## src/rtl/fetch_pkg.sv

```systemverilog
// Shared definitions for the parametrised fetch/decode front end:
// instruction layout, opcode constants and per-opcode register usage.
package fetch_pkg;

  localparam int INSTR_BYTES = 2;

  localparam logic [3:0] OP_ADD  = 4'd0;
  localparam logic [3:0] OP_SUB  = 4'd1;
  localparam logic [3:0] OP_AND  = 4'd2;
  localparam logic [3:0] OP_JMP  = 4'd3;
  localparam logic [3:0] OP_ADDI = 4'd4;
  localparam logic [3:0] OP_LD   = 4'd5;
  localparam logic [3:0] OP_SHL  = 4'd6;
  localparam logic [3:0] OP_SYS  = 4'd7;

  typedef struct packed {
    logic [3:0] opcode;
    logic [3:0] rt;
    logic [3:0] ra;
    logic [3:0] rb;
  } instr_t;

  function automatic logic writes_rt(input logic [3:0] op);
    case (op)
      OP_ADD, OP_SUB, OP_AND, OP_ADDI, OP_LD, OP_SHL: return 1'b1;
      default:                                       return 1'b0;
    endcase
  endfunction

  function automatic logic reads_ra(input logic [3:0] op);
    case (op)
      OP_ADD, OP_SUB, OP_AND, OP_ADDI, OP_LD, OP_SHL: return 1'b1;
      default:                                       return 1'b0;
    endcase
  endfunction

  function automatic logic reads_rb(input logic [3:0] op);
    case (op)
      OP_ADD, OP_SUB: return 1'b1;
      default:        return 1'b0;
    endcase
  endfunction

endpackage

```

## src/rtl/fetch_decode_group_dep_check.sv

```systemverilog
// Intra-group dependency check: for each valid lane and source operand,
// finds the youngest older lane in the same group that writes that register
// and reports its ROB tag; otherwise the lane's own tag is reported.
module group_dep_check
  import fetch_pkg::*;
#(
  parameter  int FETCH_W   = 4,
  parameter  int ROB_IDX_W = 4,
  localparam int CNT_W     = $clog2(FETCH_W + 1)
) (
  input  instr_t [FETCH_W-1:0]                lanes_i,
  input  logic   [CNT_W-1:0]                  count_i,
  input  logic   [ROB_IDX_W-1:0]              rob_alloc_idx_i,
  output logic   [FETCH_W-1:0]                a_dep_o,
  output logic   [FETCH_W-1:0]                b_dep_o,
  output logic   [FETCH_W-1:0][ROB_IDX_W-1:0] a_owner_o,
  output logic   [FETCH_W-1:0][ROB_IDX_W-1:0] b_owner_o
);

  // Scan older lanes in ascending order so the last match is the youngest producer.
  always_comb begin
    for (int j = 0; j < FETCH_W; j++) begin
      a_dep_o[j]   = 1'b0;
      b_dep_o[j]   = 1'b0;
      a_owner_o[j] = '0;
      b_owner_o[j] = '0;
      if (j < int'(count_i)) begin
        a_owner_o[j] = rob_alloc_idx_i + ROB_IDX_W'(j);
        b_owner_o[j] = rob_alloc_idx_i + ROB_IDX_W'(j);
        for (int k = 0; k < j; k++) begin
          if (writes_rt(lanes_i[k].opcode)) begin
            if (reads_ra(lanes_i[j].opcode) && (lanes_i[k].rt == lanes_i[j].ra)) begin
              a_dep_o[j]   = 1'b1;
              a_owner_o[j] = rob_alloc_idx_i + ROB_IDX_W'(k);
            end
            if (reads_rb(lanes_i[j].opcode) && (lanes_i[k].rt == lanes_i[j].rb)) begin
              b_dep_o[j]   = 1'b1;
              b_owner_o[j] = rob_alloc_idx_i + ROB_IDX_W'(k);
            end
          end
        end
      end
    end
  end

endmodule

```

## src/rtl/fetch_decode_group.sv

```systemverilog
// Fetch/decode group front end: sequential PC generation with branch
// redirects, credit-limited capture of the returned icache group into a
// decode register, and a valid/ready group interface to the instruction
// buffer carrying decoded fields and intra-group producer tags.
// Optional build macro FETCH_PERF_CNT_EN adds capture/stall/redirect
// counters; without it the perf ports read zero.
module fetch_decode_group
  import fetch_pkg::*;
#(
  parameter  int              FETCH_W   = 4,
  parameter  int              PC_W      = 16,
  parameter  int              ROB_IDX_W = 4,
  parameter  logic [PC_W-1:0] RESET_PC  = '0,
  localparam int              CNT_W     = $clog2(FETCH_W + 1)
) (
  input  logic                               clk,
  input  logic                               rst,
  input  logic                               redirect_valid,
  input  logic [PC_W-1:0]                    redirect_pc,
  output logic                               icache_req,
  output logic [FETCH_W-1:0][PC_W-1:0]       icache_pc,
  input  logic                               icache_valid,
  input  logic [FETCH_W-1:0][15:0]           icache_instr,
  input  logic [CNT_W-1:0]                   ib_free,
  input  logic [ROB_IDX_W-1:0]               rob_alloc_idx,
  output logic                               out_valid,
  input  logic                               out_ready,
  output logic [CNT_W-1:0]                   out_count,
  output logic [PC_W-1:0]                    out_pc,
  output logic [FETCH_W-1:0][3:0]            out_opcode,
  output logic [FETCH_W-1:0][3:0]            out_rt,
  output logic [FETCH_W-1:0][3:0]            out_ra,
  output logic [FETCH_W-1:0][3:0]            out_rb,
  output logic [FETCH_W-1:0]                 out_a_dep,
  output logic [FETCH_W-1:0]                 out_b_dep,
  output logic [FETCH_W-1:0][ROB_IDX_W-1:0]  out_a_owner,
  output logic [FETCH_W-1:0][ROB_IDX_W-1:0]  out_b_owner,
  output logic [31:0]                        perf_groups,
  output logic [31:0]                        perf_stall_cycles,
  output logic [31:0]                        perf_redirects
);

  logic [PC_W-1:0]           pc_q, pc_d;
  logic                      d_valid_q, d_valid_d;
  logic [CNT_W-1:0]          d_count_q, d_count_d;
  logic [PC_W-1:0]           d_pc_q, d_pc_d;
  instr_t [FETCH_W-1:0]      d_lane_q, d_lane_d;
  logic [CNT_W-1:0]          n;
  logic                      capture;

  // Credit-limited lane count and the fetch request/capture qualifiers.
  always_comb begin
    n          = (ib_free > CNT_W'(FETCH_W)) ? CNT_W'(FETCH_W) : ib_free;
    icache_req = !rst && !redirect_valid && (!d_valid_q || out_ready);
    capture    = icache_req && icache_valid && (n != '0);
  end

  // Lane PCs are consecutive 2-byte instructions from pc_q, wrapping naturally.
  always_comb begin
    for (int i = 0; i < FETCH_W; i++) begin
      icache_pc[i] = pc_q + PC_W'(INSTR_BYTES * i);
    end
  end

  // Next state: redirect beats capture; otherwise a handshake empties D.
  always_comb begin
    pc_d      = pc_q;
    d_valid_d = d_valid_q;
    d_count_d = d_count_q;
    d_pc_d    = d_pc_q;
    d_lane_d  = d_lane_q;
    if (redirect_valid) begin
      pc_d      = redirect_pc;
      d_valid_d = 1'b0;
    end else if (capture) begin
      pc_d      = pc_q + PC_W'(INSTR_BYTES * int'(n));
      d_valid_d = 1'b1;
      d_count_d = n;
      d_pc_d    = pc_q;
      for (int i = 0; i < FETCH_W; i++) begin
        if (i < int'(n)) begin
          d_lane_d[i] = instr_t'(icache_instr[i]);
        end else begin
          d_lane_d[i] = '0;
        end
      end
    end else if (d_valid_q && out_ready) begin
      d_valid_d = 1'b0;
    end
  end

  // PC and decode register; reset discards any held group without a handshake.
  always_ff @(posedge clk) begin
    if (rst) begin
      pc_q      <= RESET_PC;
      d_valid_q <= 1'b0;
      d_count_q <= '0;
      d_pc_q    <= '0;
      d_lane_q  <= '0;
    end else begin
      pc_q      <= pc_d;
      d_valid_q <= d_valid_d;
      d_count_q <= d_count_d;
      d_pc_q    <= d_pc_d;
      d_lane_q  <= d_lane_d;
    end
  end

  // Unused lanes are stored as zero, so fields read zero beyond out_count.
  always_comb begin
    out_valid = d_valid_q;
    out_count = d_count_q;
    out_pc    = d_pc_q;
    for (int i = 0; i < FETCH_W; i++) begin
      out_opcode[i] = d_lane_q[i].opcode;
      out_rt[i]     = d_lane_q[i].rt;
      out_ra[i]     = d_lane_q[i].ra;
      out_rb[i]     = d_lane_q[i].rb;
    end
  end

  group_dep_check #(
    .FETCH_W   (FETCH_W),
    .ROB_IDX_W (ROB_IDX_W)
  ) u_dep (
    .lanes_i         (d_lane_q),
    .count_i         (d_count_q),
    .rob_alloc_idx_i (rob_alloc_idx),
    .a_dep_o         (out_a_dep),
    .b_dep_o         (out_b_dep),
    .a_owner_o       (out_a_owner),
    .b_owner_o       (out_b_owner)
  );

`ifdef FETCH_PERF_CNT_EN
  logic [31:0] perf_groups_q;
  logic [31:0] perf_stall_q;
  logic [31:0] perf_redirects_q;
  logic        stall;

  // A stall is a cycle with no redirect where either nothing is requested or no credit exists.
  always_comb begin
    stall = !redirect_valid && (!icache_req || (n == '0));
  end

  // Free-running wrapping event counters.
  always_ff @(posedge clk) begin
    if (rst) begin
      perf_groups_q    <= '0;
      perf_stall_q     <= '0;
      perf_redirects_q <= '0;
    end else begin
      if (capture)        perf_groups_q    <= perf_groups_q + 32'd1;
      if (stall)          perf_stall_q     <= perf_stall_q + 32'd1;
      if (redirect_valid) perf_redirects_q <= perf_redirects_q + 32'd1;
    end
  end

  assign perf_groups       = perf_groups_q;
  assign perf_stall_cycles = perf_stall_q;
  assign perf_redirects    = perf_redirects_q;
`else
  assign perf_groups       = '0;
  assign perf_stall_cycles = '0;
  assign perf_redirects    = '0;
`endif

endmodule

```

## config.mk

```make
export PLATFORM = sky130hd
export DESIGN_NAME = fetch_decode_group
export DESIGN_NICKNAME = d
export VERILOG_FILES = /design/src/rtl/fetch_pkg.sv /design/src/rtl/fetch_decode_group_dep_check.sv /design/src/rtl/fetch_decode_group.sv
export SDC_FILE = /design/constraint.sdc
export NUM_CORES = 1
export LEC_CHECK = 0
export ABC_AREA = 1
export ABC_CLOCK_PERIOD_IN_PS = 2900
export BUFFER_PORTS_ARGS = -buffer_cell sky130_fd_sc_hd__buf_2
export CAP_MARGIN = 20
export CORE_AREA = 2 2 146 148
export CTS_BUF_LIST = sky130_fd_sc_hd__clkbuf_4 sky130_fd_sc_hd__clkbuf_8
export DETAILED_ROUTE_END_ITERATION = 10
export DIE_AREA = 0 0 148 150
export GPL_TIMING_DRIVEN = 0
export PLACE_DENSITY = 0.65
export SLEW_MARGIN = 15
export SYNTH_ARGS = -nofsm -noshare
export SYNTH_HDL_FRONTEND = slang
export SYNTH_SLANG_ARGS = --single-unit
```

## constraint.sdc

```tcl
create_clock -name clk -period 2.9 [get_ports clk]
set_input_delay 0.87 -clock clk [delete_from_list [all_inputs] [get_ports clk]]
set_output_delay 0.87 -clock clk [all_outputs]
set_load 0.05 [all_outputs]
```

## Yosys cells after proc, flatten, opt, wreduce, memory -nomap -nowiden

Index checks and enable logic that the tools add are counted.
Widths: inputs -> output; s select.

- $add $sub $neg: 7
- $lt $le $gt $ge: 9
- Equal/unequal tests: 32
- Multiplexer cells: 107
- Reduce and logical (&&, ||, !) cells: 37
- Bitwise operators: 1

Operators by type and width:

| cell | number |
|---|---|
| $mux 4 | 31 |
| $mux 16 | 6 |
| $mux 1 | 69 |
| $eq 4x3->1 const B | 12 |
| $eq 4x4->1 | 12 |
| $add 16x3->16 const B | 2 |
| $reduce_or 6->1 | 4 |
| $logic_and 1x1->1 | 17 |
| $add 16x2->16 const B | 1 |
| $add 16x4->16 | 1 |
| $eq 4x1->1 const B | 4 |
| $eq 4x2->1 const B | 4 |
| $logic_not 4->1 | 4 |
| $lt 1x3->1 const A | 4 |
| $lt 2x3->1 const A | 4 |
| $add 4x2->4 const B | 2 |
| $reduce_or 2->1 | 4 |
| $add 4x1->4 const B | 1 |
| $reduce_bool 2->1 | 2 |
| $gt 3x3->1 const B | 1 |
| $logic_not 1->1 | 3 |
| $mux 3 | 1 |
| $reduce_bool 3->1 | 1 |
| $reduce_and 2->1 | 1 |
| other kinds (2) | 2 |

- Flip-flop bits (word level): 100
- Bits of input ports: 92
- Word-level logic and storage cells: 213

## Longest topological paths before layout

Gate-level depths: netlist of the first run.

- Depth after elaboration: 14
- Mapped depth: 15
- Depth with buffers taken out: 15

## Cells and area by module

From an unflattened synthesis of the first run, not the netlist that was laid out.

- Cells, all modules: 1,180
- Area, all modules: 7,373.3 um^2

Modules (own cells, without submodules):

| module | sequential area each (um^2) | area each (um^2) | cells an instance | instances |
|---|---|---|---|---|
| fetch_decode_group | 2,001.9 | 5,471.5 | 756 | 1 |
| group_dep_check | 0.0 | 1,901.8 | 424 | 1 |

## Worst setup path before layout of the first run

OpenSTA, ideal clock, no wires.

- Path kind: register to output
- Start: register pc_q[1]
- End: output port icache_pc[63] (netlist name)
- Required time: 2.030 ns
- Setup slack: -0.797 ns
- Arrival: 2.827 ns
- Stages on the path, launching flop included: 8
- Cells stage by stage: dfxtp_1 > clkbuf_1 > inv_1 > ha_1 > nor2_1 > nand2_1 > nor2_1 > xor2_1

RTL lines:

| what | line | source |
|---|---|---|
| from (decl) | fetch_decode_group.sv:43 | `logic [PC_W-1:0] pc_q, pc_d;` |
| from (signal assigned) | fetch_decode_group.sv:101 | `pc_q <= pc_d;` |
| to (decl) | fetch_decode_group.sv:21 | `output logic [FETCH_W-1:0][PC_W-1:0] icache_pc,` |

==> reports/qor.yml, run 1 <==
r2r-end: "pc_q[7]"
antenna_left: 0
tightestPinTransition_ns: 0.8870
avgSynthCellArea_um2: 6.409
rrSetupSlack_ns: 1.00
dieArea_um2: 22200
drtIter0Drc: 536
synthMuxAreaShare_pct: 0
clock_skew_ns: 0.01737
synthArstFlopShare_pct: 0
die_w_um: 148
whs_path_depth: 2
overflow: 0
wl_per_cell_um: 16.73
start_util_pct: 35.25
place_inst: 1787
synth_edf_count: 0
synth_xor_area_share_pct: 5.284
synth_area_um2: 7293
cts_root_buf: "clkbuf_8"
cts.hold.buffers_added: 0
area_growth_syn_to_layout_pct: 53.77
crit_fanout: 5
drc: 0
multiInputGateArea_um2: 5240
ys_ff_latch: 100
rsz0062_at_grt: "true"
max_cap_viol_count: 0
worstSetupPathType: "input pin to output port"
post_drt_via_cell_ratio: 4.763
seq_power_share_pct: 33.4
setup_viol: 4
fill_cells: 2051
synth_common_cells: "308 x nand2_1, 140 x nor2_1, 108 x buf_4"
finalPower_mw: 4.512
grt_pass1_wl_um: 44220
slew_headroom_pct: 40.86
rows: 53
drv_slew: 0
nNetsFinal: 1660
dr.max_layer_used: "met4"
p_int_mw: 2.358
cts_max_level: 3
synth_top_area_share_pct: 27.45
cts_buffers: 9
clock_sinks: 100
worstSkewPairLatency_ns: 0.40
regToRegStartpoint: "pc_q[1]"
wl_met1_um: 11930
pre_cts_slack_ns: -0.5275
yosysUniqueCellTypes: 37
wl_met3_um: 2808
p_sw_mw: 2.154
num_vias: 8754
setup_slack_ns: -0.04016
cts_tree: "built"
cp-start-kind: "input pin"
drive_gt1_share_pct: 45.74
reg2reg_depth: 12
ir_drop_mv: 0.2366
power_density_nw_per_um2: 402.3
hold_viol: 0
stdcell_count: 1838
yosys-top-cells-area: "dfxtp_1 27%, nand2_1 16%, buf_4 11%"
syn_inst: 1138
synth_top_family_by_area: "simple AND/OR/NAND/NOR gates"
core_area_um2: 20690
drtPass1Iterations: 5
regArea_um2: 2091
violations: "setup timing"
finalCritPeriodShare_pct: 101.4
hpwl_um: 23500
io_pins: 377
power_frac_clock_pct: 19.6
io_buffers: 277
switching_share_pct: 47.74
worst_setup_path_end_kind: "output port"
p_leak_nw: 5.767
hold_class: "flop to flop"
status: "finished with violations"
synth-simple-area-share_pct: 29.51
yosys.area_share.adder_pct: 2.162
synth-main-ff-cell: "dfxtp_1"
crit_start: "rob_alloc_idx[1]"
synth_largest_area_cell: "dfxtp_1"
grt_max_degree: 18
ys_seq_area_share_pct: 27.45
met2_length_um: 15440
arrival_ns: 2.07
antenna_found_initial: 2
die_y_um: 150
synth_compound_gate_area_share_pct: 16.28
clk_pin_slew_ns: 0.09
yosysMostFrequentCell: "nand2_1"
fin_crit_ns: 2.940
combPwrFrac_pct: 47.0
cp.required_ns: 2.03
grt.total_usage_pct: 25.98
cts_max_path_buffers: 2
max_freq_ghz: 0.3401
yosys_warnings: 0
routed_wl_um: 30750
routabilityCongestion: 0.9633
grt_pass1_vias: 7812
cp-endpoint: "out_b_owner[15]"
final cells by class:
type                       instances  share of cell area, %
buffer                           149                  9.517
antenna                            2                0.04463
timing repair buffer             314                  16.71
tap                              275                  3.068
inverter                          97                  3.715
clock inverter                     7                 0.4686
clock buffer                       9                  1.105
multi-input combinational        885                  46.73
sequential                       100                  18.64
registers in the layout, indices dropped and copies added (netlist names):
name and flops:
out_valid 1, out_ra 16, out_rt 16, out_rb 16, out_opcode 16, out_count 3
out_pc 16, pc_q 16
kinds of logic (layout without fill, tap and decap cells):
group,count (synthesis),count (layout)
buffers and inverters,251,576
other,1,100
AO/OA/AOI/OAI,201,201
adder cells (fa/ha/maj),12,12
AND/OR/NAND/NOR,529,530
XOR/XNOR,44,44
flip-flops,100,100
power groups by stage:
stage | clock network, mW | logic [mW] | registers, mW
6_report | 0.884 | 2.12 | 1.51
5_1_grt | 0.946 | 2.24 | 1.51
4_1_cts | 0.908 | 2.00 | 1.51
3_5_place_dp | 0 | 1.86 | 1.53
3_3_place_gp | 0 | 1.85 | 1.53
2_1_floorplan | 0 | 1.26 | 1.72
per-layer routing:
layer,global-route usage (%),vias to the layer above
met5,0,-
li1,-,4245
met4,6.667,0
met2,46.06,416
met3,5.305,40
met1,32.16,4053
metrics by stage:
stage | utilization (%) | setup TNS [ns] | area, um2 | hold slack, ns
3_3_place_gp | 47.68 | -6.708 | 9866 | 0.4516
2_1_floorplan | - | -0.4962 | 8135 | 0.5849
4_1_cts | 51.66 | -0.05829 | 10690 | 0.4712
3_5_place_dp | 47.68 | -6.539 | 9866 | 0.4559
6_report | 54.20 | -0.1202 | 11210 | 0.4657
5_1_grt | 54.19 | -0.5010 | 11210 | 0.5125
worst max-delay path: stages:
cell,delay (ns)
buf_12,0.10
clkinv_8,0.05
ha_4,0.14
nand2_2,0.06
nand2_2,0.07
xor2_1,0.14
inv_1,0.08
nand2_1,0.07
nand2_1,0.09
nand2_2,0.07
a21oi_4,0.15
buf_6,0.17
worst min-delay path by stage:
stage / startpoint / to / slack (ns)
CTS: out_rt[12] / out_rt[12] / 0.47
finish: out_rt[12] / out_rt[12] / 0.47
floorplan: pc_q[2] / pc_q[2] / 0.58
global route: out_opcode[8] / out_opcode[8] / 0.51
global placement: out_rt[12] / out_rt[12] / 0.45
detailed placement: out_rt[12] / out_rt[12] / 0.46
what timing repair did:
item / 4_1_cts / 5_1_grt
pin swaps: 15 / 40
hold endpoints to repair: 0 / 0
resized for setup: 150 / 124
cloned: 0 / 1
setup buffers: 18 / 19
setup endpoints to repair: 58 / 56
placed cells by master, fill, tap and decap left out, types with 14 or more instances in the layout:
cell type  instances
a21oi_2           17
dfxtp_4           20
nor2_4            20
o21ai_0           45
a211oi_2          20
conb_1            98
nor2_1            85
a21oi_1           79
inv_1             72
inv_2             15
dfxtp_1           69
o21ai_1           15
nor2_2            40
buf_4            156
xor2_2            14
xor2_1            14
buf_2            258
nand3_1           40
nand2_2           24
buf_6             23
nand2_1          284
Note: power is estimated with default switching activity, not from simulation.
==> run 2: changes to the inputs <==
- ABC_AREA: 1 -> not set
- CORE_AREA: 2 2 146 148 -> 2 2 148 150
- DIE_AREA: 0 0 148 150 -> 0 0 150 152
- PLACE_DENSITY: 0.65 -> not set
==> run 2 against run 1 <==
Final area up 2.3%. The run still ends with setup timing left. Critical endpoint is now out_a_owner[10]. Sequential power down 3%. Worst setup slack worse by 0.29 ns. Count of clock-buffer cells in the layout up 1. Clock skew down 0.0016 ns. Flip-flop and latch count unchanged. Global-route usage down 2.0 points. Register-to-register slack worse by 0.57 ns. Combinational power down 9%. Hold slack worse by 0.0097 ns. Largest power group unchanged. Maximum frequency down 9.0%. Critical path type is now flop to output port.
==> reports/qor.yml, run 2 <==
reg2reg_depth: 10  # was 12
nNetsFinal: 1463  # was 1660
min-delay-start: "out_pc[0]"  # was out_rt[12]
post_drt_via_cell_ratio: 4.670  # was 4.763
hold_viol: 0  # unchanged
cts_max_level: 3  # unchanged
arrival_ns: 2.36  # was 2.07 ns
num_vias: 7686  # was 8754
whs_endpoint: "out_pc[0]"  # was out_rt[12]
utilization_pct: 53.75  # was 54.20%
cts_buffers: 9  # unchanged
io_pins: 377  # unchanged
grt_max_degree: 18  # unchanged
cts_tree: "built"  # unchanged
r2r-end: "pc_q[11]"  # was pc_q[7]
yosys_warnings: 0  # unchanged
antenna_found_initial: 5  # was 2
clk_pin_slew_ns: 0.12  # was 0.09 ns
io_buffers: 278  # was 277
hpwl_um: 21630  # was 23500 um
synth_edf_count: 0  # unchanged
drtIter0Drc: 372  # was 536
ys_seq_area_share_pct: 29.56  # was 27.45%
antenna_left: 0  # unchanged
fin_crit_ns: 3.232  # was 2.940 ns
wl_per_cell_um: 17.35  # was 16.73 um
area_growth_syn_to_layout_pct: 69.48  # was 53.77%
cts_root_buf: "clkbuf_8"  # unchanged
hold_class: "flop to flop"  # unchanged
p_leak_nw: 5.432  # was 5.767 nW
rsz0062_at_grt: "true"  # unchanged
synth_largest_area_cell: "dfxtp_1"  # unchanged
routabilityCongestion: 0.8413  # was 0.9633
finalCritPeriodShare_pct: 111.5  # was 101.4%
synth_area_um2: 6771  # was 7293 um2
die_w_um: 150  # was 148 um
max_freq_ghz: 0.3094  # was 0.3401 GHz
grt_pass1_vias: 7417  # was 7812
yosys-top-cells-area: "dfxtp_1 30%, buf_4 12%, a21oi_1 8.9%"  # was dfxtp_1 27%, nand2_1 16%, buf_4 11%
avgSynthCellArea_um2: 7.433  # was 6.409 um2
multiInputGateArea_um2: 5251  # was 5240 um2
die_y_um: 152  # was 150 um
layout_common_cells: "243 x buf_2, 179 x buf_4, 139 x nand2_1"  # was 284 x nand2_1, 258 x buf_2, 156 x buf_4
setup_viol: 25  # was 4
tightestPinTransition_ns: 0.7220  # was 0.8870 ns
switching_share_pct: 42.75  # was 47.74%
whs_path_depth: 2  # unchanged
cp.required_ns: 2.03  # about the same
p_sw_mw: 1.868  # was 2.154 mW
cts_max_path_buffers: 2  # unchanged
grt.total_usage_pct: 24.02  # was 25.98%
rows: 54  # was 53
power_density_nw_per_um2: 380.7  # was 402.3 nW/um2
ys_ff_latch: 100  # unchanged
dieArea_um2: 22800  # was 22200 um2
clock_sinks: 100  # unchanged
grt_pass1_wl_um: 42490  # was 44220 um
drtPass1Iterations: 5  # unchanged
syn_inst: 911  # was 1138
worst_setup_path_end_kind: "output port"  # unchanged
cp-start-kind: "flop"  # was input pin
yosysMostFrequentCell: "nand2_1"  # unchanged
drv_slew: 0  # unchanged
slew_headroom_pct: 51.87  # was 40.86%
cts.hold.buffers_added: 0  # unchanged
max_cap_viol_count: 0  # unchanged
routed_wl_um: 28570  # was 30750 um
ir_drop_mv: 0.2003  # was 0.2366 mV
drc: 0  # unchanged
status: "finished with violations"  # unchanged
start_util_pct: 31.72  # was 35.25%
setup_slack_ns: -0.3325  # was -0.04016 ns
worstSetupPathType: "flop to output port"  # was input pin to output port
power_frac_clock_pct: 22.3  # was 19.6%
layout_commonest_cell: "buf_2"  # was nand2_1
finalPower_mw: 4.369  # was 4.512 mW
drive_gt1_share_pct: 52.35  # was 45.74%
synth-main-ff-cell: "dfxtp_1"  # unchanged
combPwrFrac_pct: 44.2  # was 47.0%
overflow: 0  # unchanged
seq_power_share_pct: 33.5  # was 33.4%
synth_common_cells: "144 x nand2_1, 120 x a21oi_1, 109 x buf_4"  # was 308 x nand2_1, 140 x nor2_1, 108 x buf_4
yosysUniqueCellTypes: 53  # was 37
regArea_um2: 2096  # was 2091 um2
core_area_um2: 21350  # was 20690 um2
synthArstFlopShare_pct: 0  # unchanged
worstSkewPairLatency_ns: 0.40  # about the same
violations: "setup timing"  # unchanged
synth_top_area_share_pct: 29.56  # was 27.45%
fill_cells: 2064  # was 2051
p_int_mw: 2.501  # was 2.358 mW
rrSetupSlack_ns: 0.43  # was 1.00 ns
regToRegStartpoint: "pc_q[1]"  # unchanged
clock_skew_ns: 0.01572  # was 0.01737 ns
crit_fanout: 4  # was 5
fin_tns_setup_ns: -4.816  # was -0.1202 ns
[run 2: cell count changes after synthesis, moves of 20 or more]
cell      delta
xnor2_1     +44
nand2_1    -164
clkbuf_1    +23
a211oi_2    -20
inv_1       -70
nor2_1      -82
o21ai_0     -41
[run 2: area by class of cell]
class,instances,area share (%)
Multi-Input combinational cell,723,45.76
Timing Repair Buffer,354,20.30
Sequential cell,100,18.26
Buffer,160,10.20
Tap cell,280,3.053
Clock buffer,10,1.145
Clock inverter,6,0.6324
Inverter,11,0.5997
Antenna cell,2,0.04361
[run 2: timing repair]
item                       4_1_cts  5_1_grt
cloned                           0        0
setup buffers                   58       21
gates resized for setup        177       99
setup endpoints to repair       68       56
pin swaps                       47       44
[run 2: cell families (layout without fill, tap and decap cells)]
family / Yosys count / after routing / synth area share (%)
flops: 100 / 100 / 29.56
buf+inv: 185 / 541 / 16.78
fa+ha+maj: 12 / 12 / 2.328
other cells: 1 / 100 / 0.05538
mux: 13 / 13 / 1.977
compound gates: 162 / 162 / 13.41
xor+xnor: 103 / 103 / 13.32
simple gates: 335 / 335 / 22.56
[run 2: power by group through the flow]
| stage | Sequential [mW] | Combinational [mW] | Clock [mW] |
|---|---|---|---|
| 2_1_floorplan | 1.62 | 1.18 | 0 |
| 3_3_place_gp | 1.49 | 1.62 | 0 |
| 5_1_grt | 1.47 | 2.03 | 1.05 |
| 3_5_place_dp | 1.49 | 1.62 | 0 |
| 6_report | 1.47 | 1.93 | 0.973 |
| 4_1_cts | 1.46 | 1.80 | 0.991 |
[run 2: per-stage QoR]
stage               cells  hold slack (ns)  worst slack [ns]  cell area, um2
floorplan            1008           0.5697           -0.1694            8034
global placement     1566           0.4388           -0.5952            9776
detailed placement   1566           0.4430           -0.6530            9776
CTS                  1628           0.4569           -0.3126           10990
global route         1645           0.4780           -0.4455           11470
finish               1646           0.4560           -0.3325           11480
[run 2: worst max-delay path, cell delays in order, from the launching register on]
cell      delay, ns
dfxtp_2        0.36
a21oi_4        0.21
nand4_1        0.17
nor3_4         0.20
mux2_4         0.32
a222oi_1       0.46
nor2_2         0.07
buf_6          0.18
[run 2: worst max path at each step]
stage	endpoint	slack [ns]	startpoint	cells past startpoint
2_1_floorplan	out_b_owner[15]	-0.17	rob_alloc_idx[1]	8
3_3_place_gp	pc_q[11]	-0.60	ib_free[2]	11
3_5_place_dp	pc_q[11]	-0.65	ib_free[2]	11
4_1_cts	out_a_owner[10]	-0.31	out_opcode[4]	7
5_1_grt	out_a_owner[10]	-0.45	out_opcode[4]	7
6_report	out_a_owner[10]	-0.33	out_opcode[4]	7
[run 2: layer usage]
layer  GRT usage [%]  vias to the layer above  share of wire [%]
li1                -                     3738                  -
met1           28.36                     3588                 39
met2           42.94                      315                 52
met3           5.976                       39                7.3
met4           6.379                        6                1.8
met5               0                        -               0.11
